<file path="config.mk">
export PLATFORM = sky130hd
export DESIGN_NAME = pi_loop_scheduler_flat
export DESIGN_NICKNAME = d
export VERILOG_FILES = /design/src/rtl/pi_loop_scheduler_pkg.sv /design/src/rtl/pi_loop_scheduler_if.sv /design/src/rtl/pi_loop_scheduler_period_timer.sv /design/src/rtl/pi_loop_scheduler.sv /design/src/flat_wrapper.sv
export SDC_FILE = /design/constraint.sdc
export NUM_CORES = 1
export LEC_CHECK = 0
export ABC_AREA = 1
export CAP_MARGIN = 5
export CELL_PAD_IN_SITES_DETAIL_PLACEMENT = 1
export CELL_PAD_IN_SITES_GLOBAL_PLACEMENT = 1
export CORE_ASPECT_RATIO = 0.5
export CORE_MARGIN = 4
export CORE_UTILIZATION = 31
export DETAILED_ROUTE_END_ITERATION = 8
export HOLD_SLACK_MARGIN = 0.1
export PLACE_DENSITY = 0.87
export RECOVER_POWER = 25
export SLEW_MARGIN = 20
export SYNTH_ARGS = -nofsm -noshare
export SYNTH_HDL_FRONTEND = slang
export SYNTH_SLANG_ARGS = --single-unit
export TNS_END_PERCENT = 5
</file>
<file path="constraint.sdc">
create_clock -name clk_i -period 2.1 [get_ports clk_i]
set_clock_uncertainty 0.15 [all_clocks]
set_input_delay 0.315 -clock clk_i [delete_from_list [all_inputs] [get_ports clk_i]]
set_output_delay 0.315 -clock clk_i [all_outputs]
set_load 0.01 [all_outputs]
</file>
<file path="src/rtl/pi_loop_scheduler_pkg.sv">
`default_nettype none
// ---------------------------------------------------------------------------
// Module   : pi_loop_pkg
// Purpose  : Shared definitions for the PI loop scheduler: controller state
//            encoding, default word format and default command clamp limits.
// Ports    : none (package)
// Revision : 1.0  initial release
// ---------------------------------------------------------------------------
package pi_loop_pkg;

  localparam int WIDTH_DEF = 16;
  localparam int FBITS_DEF = 7;

  // +25.0 / -25.0 in Q8.7
  localparam logic [15:0] CMD_MAX_DEF = 16'h0C80;
  localparam logic [15:0] CMD_MIN_DEF = 16'hF380;

  typedef enum logic [2:0] {
    ST_IDLE      = 3'd0,
    ST_WAIT_TICK = 3'd1,
    ST_ISSUE     = 3'd2,
    ST_WAIT_DONE = 3'd3,
    ST_APPLY     = 3'd4,
    ST_FAULT     = 3'd5
  } state_t;

endpackage
`default_nettype wire

</file>
<file path="src/rtl/pi_loop_scheduler_if.sv">
`default_nettype none
// ---------------------------------------------------------------------------
// Module   : pi_loop_scheduler_if
// Purpose  : Groups the loop-control signals between the scheduler and its
//            environment (demand/feedback source, PI controller, actuator).
// Ports    : master = scheduler side, slave = environment side.
//            run_i, setpoint_i, feedback_i, pi_i, pi_finish_i  -> scheduler
//            pi_enable_o, delta_o, cmd_o, cmd_valid_o, fault_o,
//            overrun_cnt_o                                     <- scheduler
// Revision : 1.0  initial release
// ---------------------------------------------------------------------------
interface pi_loop_scheduler_if
  import pi_loop_pkg::*;
#(
  parameter int WIDTH = WIDTH_DEF
);
  logic             run_i;
  logic [WIDTH-1:0] setpoint_i;
  logic [WIDTH-1:0] feedback_i;
  logic             pi_enable_o;
  logic [WIDTH-1:0] delta_o;
  logic [WIDTH-1:0] pi_i;
  logic             pi_finish_i;
  logic [WIDTH-1:0] cmd_o;
  logic             cmd_valid_o;
  logic             fault_o;
  logic [7:0]       overrun_cnt_o;

  modport master (
    input  run_i, setpoint_i, feedback_i, pi_i, pi_finish_i,
    output pi_enable_o, delta_o, cmd_o, cmd_valid_o, fault_o, overrun_cnt_o
  );

  modport slave (
    output run_i, setpoint_i, feedback_i, pi_i, pi_finish_i,
    input  pi_enable_o, delta_o, cmd_o, cmd_valid_o, fault_o, overrun_cnt_o
  );
endinterface
`default_nettype wire

</file>
<file path="src/rtl/pi_loop_scheduler_period_timer.sv">
`default_nettype none
// ---------------------------------------------------------------------------
// Module   : period_timer
// Purpose  : Free-running sample-period counter 0..PERIOD-1. tick marks the
//            last count of each period. hold forces the count to zero and
//            suppresses tick.
// Ports    : clk_i, reset_i (sync, active high), hold (in), tick (out)
// Revision : 1.0  initial release
// ---------------------------------------------------------------------------
module period_timer
  import pi_loop_pkg::*;
#(
  parameter int PERIOD = 5000
) (
  input  wire logic clk_i,
  input  wire logic reset_i,
  input  wire logic hold,
  output logic      tick
);
  localparam int            CW   = (PERIOD > 1) ? $clog2(PERIOD) : 1;
  localparam logic [CW-1:0] LAST = CW'(PERIOD - 1);

  logic [CW-1:0] count;

  always_ff @(posedge clk_i) begin
    if (reset_i || hold) begin
      count <= '0;
    end else if (count == LAST) begin
      count <= '0;
    end else begin
      count <= count + 1'b1;
    end
  end

  assign tick = !hold && (count == LAST);
endmodule
`default_nettype wire

</file>
<file path="src/rtl/pi_loop_scheduler.sv">
`default_nettype none
// ---------------------------------------------------------------------------
// Module   : pi_loop_scheduler
// Purpose  : Paces a PI position loop. Every PERIOD cycles it captures the
//            saturated error setpoint-feedback, pulses the PI controller,
//            waits for its completion edge, clamps the result and publishes
//            it as the actuator command. A missing completion within TIMEOUT
//            cycles latches a fault and forces a zero command.
// Ports    : clk_i, reset_i (sync, active high), bus (pi_loop_scheduler_if
//            master modport).
// Options  : PI_LOOP_OVERRUN_CNT_EN - when defined, overrun_cnt_o counts
//            sample ticks dropped because a transaction was still running
//            (saturating at 255). Otherwise overrun_cnt_o is constant 0.
// Revision : 1.0  initial release
// ---------------------------------------------------------------------------
module pi_loop_scheduler
  import pi_loop_pkg::*;
#(
  parameter int               WIDTH   = WIDTH_DEF,
  parameter int               FBITS   = FBITS_DEF,
  parameter int               PERIOD  = 5000,
  parameter int               TIMEOUT = 64,
  parameter logic [WIDTH-1:0] CMD_MAX = WIDTH'(CMD_MAX_DEF),
  parameter logic [WIDTH-1:0] CMD_MIN = WIDTH'(CMD_MIN_DEF)
) (
  input  wire logic              clk_i,
  input  wire logic              reset_i,
  pi_loop_scheduler_if.master    bus
);
  // The word format must leave room for the sign bit.
  generate
    if (FBITS >= WIDTH) begin : g_bad_fbits
      $error("FBITS must be smaller than WIDTH");
    end
  endgenerate

  localparam int            TW        = (TIMEOUT > 1) ? $clog2(TIMEOUT) : 1;
  localparam logic [TW-1:0] WAIT_LAST = TW'(TIMEOUT - 1);

  state_t           state;
  state_t           state_next;
  logic             tick;
  logic             hold;
  logic             pi_enable;
  logic             finish_q;
  logic             done_edge;
  logic             timeout_hit;
  logic [TW-1:0]    wait_cnt;
  logic [WIDTH:0]   diff;
  logic [WIDTH-1:0] delta_sat;
  logic [WIDTH-1:0] cmd_clamped;
  logic [WIDTH-1:0] delta_q;
  logic [WIDTH-1:0] cmd_q;
  logic             cmd_valid_q;
  logic             fault_q;

  period_timer #(.PERIOD(PERIOD)) u_timer (
    .clk_i   (clk_i),
    .reset_i (reset_i),
    .hold    (hold),
    .tick    (tick)
  );

  // Only a low-to-high transition counts, so a finish level left high by the
  // previous transaction can never complete the current one.
  assign done_edge   = bus.pi_finish_i && !finish_q;
  assign timeout_hit = (wait_cnt == WAIT_LAST);

  // Error computed one bit wider, then saturated back to WIDTH.
  assign diff = {bus.setpoint_i[WIDTH-1], bus.setpoint_i}
              - {bus.feedback_i[WIDTH-1], bus.feedback_i};

  always_comb begin
    delta_sat = diff[WIDTH-1:0];
    if (diff[WIDTH] != diff[WIDTH-1]) begin
      delta_sat = diff[WIDTH] ? {1'b1, {(WIDTH-1){1'b0}}}
                              : {1'b0, {(WIDTH-1){1'b1}}};
    end
  end

  always_comb begin
    cmd_clamped = bus.pi_i;
    if ($signed(bus.pi_i) > $signed(CMD_MAX)) begin
      cmd_clamped = CMD_MAX;
    end else if ($signed(bus.pi_i) < $signed(CMD_MIN)) begin
      cmd_clamped = CMD_MIN;
    end
  end

  // State register
  always_ff @(posedge clk_i) begin
    if (reset_i) begin
      state <= ST_IDLE;
    end else begin
      state <= state_next;
    end
  end

  // Next-state logic. Dropping run_i only takes effect outside a transaction.
  always_comb begin
    state_next = state;
    case (state)
      ST_IDLE:      if (bus.run_i) state_next = ST_WAIT_TICK;
      ST_WAIT_TICK: begin
        if (!bus.run_i)  state_next = ST_IDLE;
        else if (tick)   state_next = ST_ISSUE;
      end
      ST_ISSUE:     state_next = ST_WAIT_DONE;
      ST_WAIT_DONE: begin
        if (done_edge)        state_next = ST_APPLY;   // completion beats timeout
        else if (timeout_hit) state_next = ST_FAULT;
      end
      ST_APPLY:     state_next = bus.run_i ? ST_WAIT_TICK : ST_IDLE;
      ST_FAULT:     if (!bus.run_i) state_next = ST_IDLE;
      default:      state_next = ST_IDLE;
    endcase
  end

  // Moore outputs
  always_comb begin
    pi_enable = 1'b0;
    hold      = 1'b1;
    pi_enable = (state == ST_ISSUE);
    hold      = (state == ST_IDLE) || (state == ST_FAULT);
  end

  // Datapath registers
  always_ff @(posedge clk_i) begin
    if (reset_i) begin
      finish_q    <= 1'b0;
      wait_cnt    <= '0;
      delta_q     <= '0;
      cmd_q       <= '0;
      cmd_valid_q <= 1'b0;
      fault_q     <= 1'b0;
    end else begin
      finish_q    <= bus.pi_finish_i;
      cmd_valid_q <= 1'b0;
      wait_cnt    <= (state == ST_WAIT_DONE) ? wait_cnt + 1'b1 : '0;
      if (state == ST_WAIT_TICK && bus.run_i && tick) begin
        delta_q <= delta_sat;
      end
      if (state == ST_WAIT_DONE && done_edge) begin
        cmd_q       <= cmd_clamped;
        cmd_valid_q <= 1'b1;
      end else if (state == ST_WAIT_DONE && timeout_hit) begin
        cmd_q       <= '0;
        cmd_valid_q <= 1'b1;
        fault_q     <= 1'b1;
      end
      if (state == ST_IDLE && bus.run_i) begin
        fault_q <= 1'b0;
      end
    end
  end

`ifdef PI_LOOP_OVERRUN_CNT_EN
  // A tick that lands while a transaction is still busy is dropped.
  logic       overrun;
  logic [7:0] overrun_cnt;

  assign overrun = tick && ((state == ST_WAIT_DONE) || (state == ST_APPLY));

  always_ff @(posedge clk_i) begin
    if (reset_i) begin
      overrun_cnt <= '0;
    end else if (overrun && (overrun_cnt != 8'hFF)) begin
      overrun_cnt <= overrun_cnt + 8'd1;
    end
  end

  assign bus.overrun_cnt_o = overrun_cnt;
`else
  assign bus.overrun_cnt_o = 8'h00;
`endif

  assign bus.pi_enable_o = pi_enable;
  assign bus.delta_o     = delta_q;
  assign bus.cmd_o       = cmd_q;
  assign bus.cmd_valid_o = cmd_valid_q;
  assign bus.fault_o     = fault_q;
endmodule
`default_nettype wire

</file>
<file path="src/flat_wrapper.sv">
// flat-port wrapper written by rule: the top's interface ports become plain ports
module pi_loop_scheduler_flat import pi_loop_pkg::*;
#(
  parameter int               WIDTH   = WIDTH_DEF,
  parameter int               FBITS   = FBITS_DEF,
  parameter int               PERIOD  = 5000,
  parameter int               TIMEOUT = 64,
  parameter logic [WIDTH-1:0] CMD_MAX = WIDTH'(CMD_MAX_DEF),
  parameter logic [WIDTH-1:0] CMD_MIN = WIDTH'(CMD_MIN_DEF)
)
  (clk_i, reset_i, bus_run_i, bus_setpoint_i, bus_feedback_i, bus_pi_i, bus_pi_finish_i, bus_pi_enable_o, bus_delta_o, bus_cmd_o, bus_cmd_valid_o, bus_fault_o, bus_overrun_cnt_o);
  pi_loop_scheduler_if #(.WIDTH(WIDTH)) bus_i ();
  input  wire logic clk_i;
  input  wire logic reset_i;
  input wire logic [$bits(bus_i.run_i)-1:0] bus_run_i;
  input wire logic [$bits(bus_i.setpoint_i)-1:0] bus_setpoint_i;
  input wire logic [$bits(bus_i.feedback_i)-1:0] bus_feedback_i;
  input wire logic [$bits(bus_i.pi_i)-1:0] bus_pi_i;
  input wire logic [$bits(bus_i.pi_finish_i)-1:0] bus_pi_finish_i;
  output wire logic [$bits(bus_i.pi_enable_o)-1:0] bus_pi_enable_o;
  output wire logic [$bits(bus_i.delta_o)-1:0] bus_delta_o;
  output wire logic [$bits(bus_i.cmd_o)-1:0] bus_cmd_o;
  output wire logic [$bits(bus_i.cmd_valid_o)-1:0] bus_cmd_valid_o;
  output wire logic [$bits(bus_i.fault_o)-1:0] bus_fault_o;
  output wire logic [$bits(bus_i.overrun_cnt_o)-1:0] bus_overrun_cnt_o;
  assign bus_i.run_i = bus_run_i;
  assign bus_i.setpoint_i = bus_setpoint_i;
  assign bus_i.feedback_i = bus_feedback_i;
  assign bus_i.pi_i = bus_pi_i;
  assign bus_i.pi_finish_i = bus_pi_finish_i;
  assign bus_pi_enable_o = bus_i.pi_enable_o;
  assign bus_delta_o = bus_i.delta_o;
  assign bus_cmd_o = bus_i.cmd_o;
  assign bus_cmd_valid_o = bus_i.cmd_valid_o;
  assign bus_fault_o = bus_i.fault_o;
  assign bus_overrun_cnt_o = bus_i.overrun_cnt_o;
  pi_loop_scheduler #(.WIDTH(WIDTH), .FBITS(FBITS), .PERIOD(PERIOD), .TIMEOUT(TIMEOUT), .CMD_MAX(CMD_MAX), .CMD_MIN(CMD_MIN)) u_core (.clk_i(clk_i), .reset_i(reset_i), .bus(bus_i));
endmodule
</file>
==> impl_metrics.toml <==
[global_routing]
grt_pass1_wl_um = 20500
grt_max_degree = 21
grt_pass1_vias = 4409
gr-usage-all-layers_pct = 19.0
antenna_found_initial = 0
overflow = 0

[outcome]
status = "complete, but fails checks"
violations = "negative setup slack"

[sta]
tightest_slew_ns = 0.984
slew_headroom_pct = 34.4
setup_viol = 2
hold_viol = 0
period_share_pct = 101
rsz0062_at_grt = "true"
fmaxAchievable_ghz = 0.472
setup_ws_ns = -0.0176
fin_crit_ns = 2.12
slew_viol_final = 0

[clock_tree]
clkSinkCount = 57
ctsHtreeMaxLevel = 3
numCtsBuffers = 9
clock_latency_ns = 0.32
cts_tree = "yes"
cts_buffer_depth = 2
clkSlewWorstSetupHoldPaths_ns = 0.05
root_buffer = "clkbuf_16"

[place]
gp_congestion = 0.773
placed_cell_area_um2 = 4980
numPortBuffers = 86
detailed_place_hpwl_um = 8660
post-place-ws_ns = -0.600

[finish]
drive_above_1_share_pct = 33.1
finish.utilization_pct = 53.8
final_cell_mix = "96 x nand2_1, 72 x buf_4, 57 x dfxtp_1"
nFillCells = 1350
multiInputGateArea_um2 = 2490
diodes = 0
final_common_cell = "nand2_1"
area_growth_syn_to_layout_pct = 68.9
design_area_um2 = 5930
seqCellArea_um2 = 1140
nets = 756

[yosys]
synthArstFlopShare_pct = 0
synth_area_um2 = 3510
syn_inst = 518
synth_cell_types = 40
synth_ff_type = "dfxtp_1"
syn_avg_cell_area_um2 = 6.78
yosysWarnings = 0
ys_ff_latch = 57
yosysSeqAreaShare_pct = 32.5
synth_edf_count = 0

[worst_setup_path]
crit_type = "input port to flip-flop"
critPathMaxFanout = 7
worstPathRequired_ns = 2.21
end_kind = "flip-flop"
rrSetupSlack_ns = 0.13
setup.worst_path.start_class = "input port"
cp.arrival_ns = 2.22

[drt]
dr.pass1.iters = 4
vias = 4048
wl_um = 13100
first_iter_violations = 109
vias_per_cell = 4.85
drc = 0
wl_per_cell_um = 15.7
detail-route-antenna-nets = 0

[min_path]
worstHoldPathType = "flip-flop to flip-flop"

[floorplan]
fp.dieH_um = 83.3
start_util_pct = 31.9
num_rows = 27
core_um2 = 11000
die_x_um = 159
die-area_um2 = 13200
io_pins = 95

[pwr]
ir_drop_v = 0.000434
p_total_mw = 3.49
p_leak_nw = 2.75
power_density_nw_per_um2 = 589

[flow_run]
cap_violations = 0
cells in the mapped netlist, types with 4 or more instances:
library cell / n / share of area, %
o21bai_1: 4 / 0.86
o21a_1: 4 / 0.86
inv_2: 7 / 0.75
nand3_1: 25 / 3.6
a21oi_2: 12 / 3.0
inv_1: 72 / 7.7
a21oi_1: 40 / 5.7
nand2_2: 10 / 1.8
nor3b_1: 4 / 0.86
nor4_1: 6 / 1.1
nand4_1: 5 / 0.89
nor3_1: 10 / 1.4
nand2_1: 133 / 14
ha_1: 19 / 6.8
clkbuf_1: 5 / 0.53
o21ai_0: 18 / 2.6
buf_4: 10 / 2.1
dfxtp_1: 57 / 33
nor2_1: 40 / 4.3
xor2_1: 9 / 2.2
what timing repair did:
action	CTS	global route
endpoints found under the setup margin	16	24
buffers inserted	9	2
pin swaps	36	38
resized for setup	93	72
hold buffers	0	0
endpoints found under the hold margin	0	0
gates cloned	1	1
cell families after synthesis:
family	after synthesis	synth area share, %
AO/OA/AOI/OAI	87	14.9
XOR/XNOR	12	2.99
buffers and inverters	97	11.7
AND/OR/NAND/NOR	244	30.4
flip-flops	57	32.5
adder cells (fa/ha/maj)	20	7.34
other	1	0.107
worst max-delay path, cell delays in order:
cell and delay, ns:
clkdlybuf4s50_1 0.51, ha_4 0.23, nand2_4 0.08, inv_1 0.05, nand2_1 0.06, nand2_2 0.06
a21oi_4 0.16, nand2_2 0.09, nand2_1 0.09, nand2_2 0.11, nand2_2 0.18, nand2_1 0.13
a21oi_2 0.15
flip-flops by register name (all words and copies together) (netlist names):
name	flops
u_core.bus.cmd_o	16
u_core.state	3
u_core.u_timer.count	13
u_core.bus.cmd_valid_o	1
u_core.bus.fault_o	1
u_core.bus.delta_o	16
u_core.wait_cnt	6
u_core.finish_q	1
metal layers:
metal	global-route usage [%]	up-vias	share of wire [%]
met3	3.23	22	2.2
met5	0	-	0
met1	20.3	1975	41
met4	6.81	0	1.8
li1	-	1983	-
met2	37.1	68	55
final timing paths:
path / to / startpoint / cells after the start
max reg2reg: u_core.bus.delta_o[6]$_SDFFE_PP0P_ / u_core.u_timer.count[10]$_SDFF_PP0_ / 8
min: u_core.u_timer.count[0]$_SDFF_PP0_ / u_core.u_timer.count[0]$_SDFF_PP0_ / 1
max: u_core.bus.delta_o[5]$_SDFFE_PP0P_ / bus_setpoint_i[15] / 13
min reg2reg: u_core.u_timer.count[0]$_SDFF_PP0_ / u_core.u_timer.count[0]$_SDFF_PP0_ / 1
power by group:
group	switching (mW)	leakage, nW	internal (mW)
logic	0.505	2.15	0.444
registers	0.00548	0.460	1.09
clock network	0.500	0.142	0.945
total	1.01	2.75	2.48
stage by stage:
step / setup TNS, ns / std cells / hold slack (ns)
after floorplan: 0 / 525 / 0.268
after global placement: -9.04 / 805 / 0.276
after detailed placement: -11.62 / 805 / 0.302
after CTS: 0 / 831 / 0.309
after global routing: -0.761 / 834 / 0.334
final: -0.0306 / 834 / 0.304
cell type report:
cell class                      instances  area share [%]
Clock buffer                           11            4.09
Clock inverter                          5           0.929
Inverter                               80            5.28
Multi-Input combinational cell        372            42.1
Sequential cell                        57            19.2
Tap cell                              145            3.06
Timing Repair Buffer                  164            25.3
Note: power is estimated with default switching activity, not from simulation.
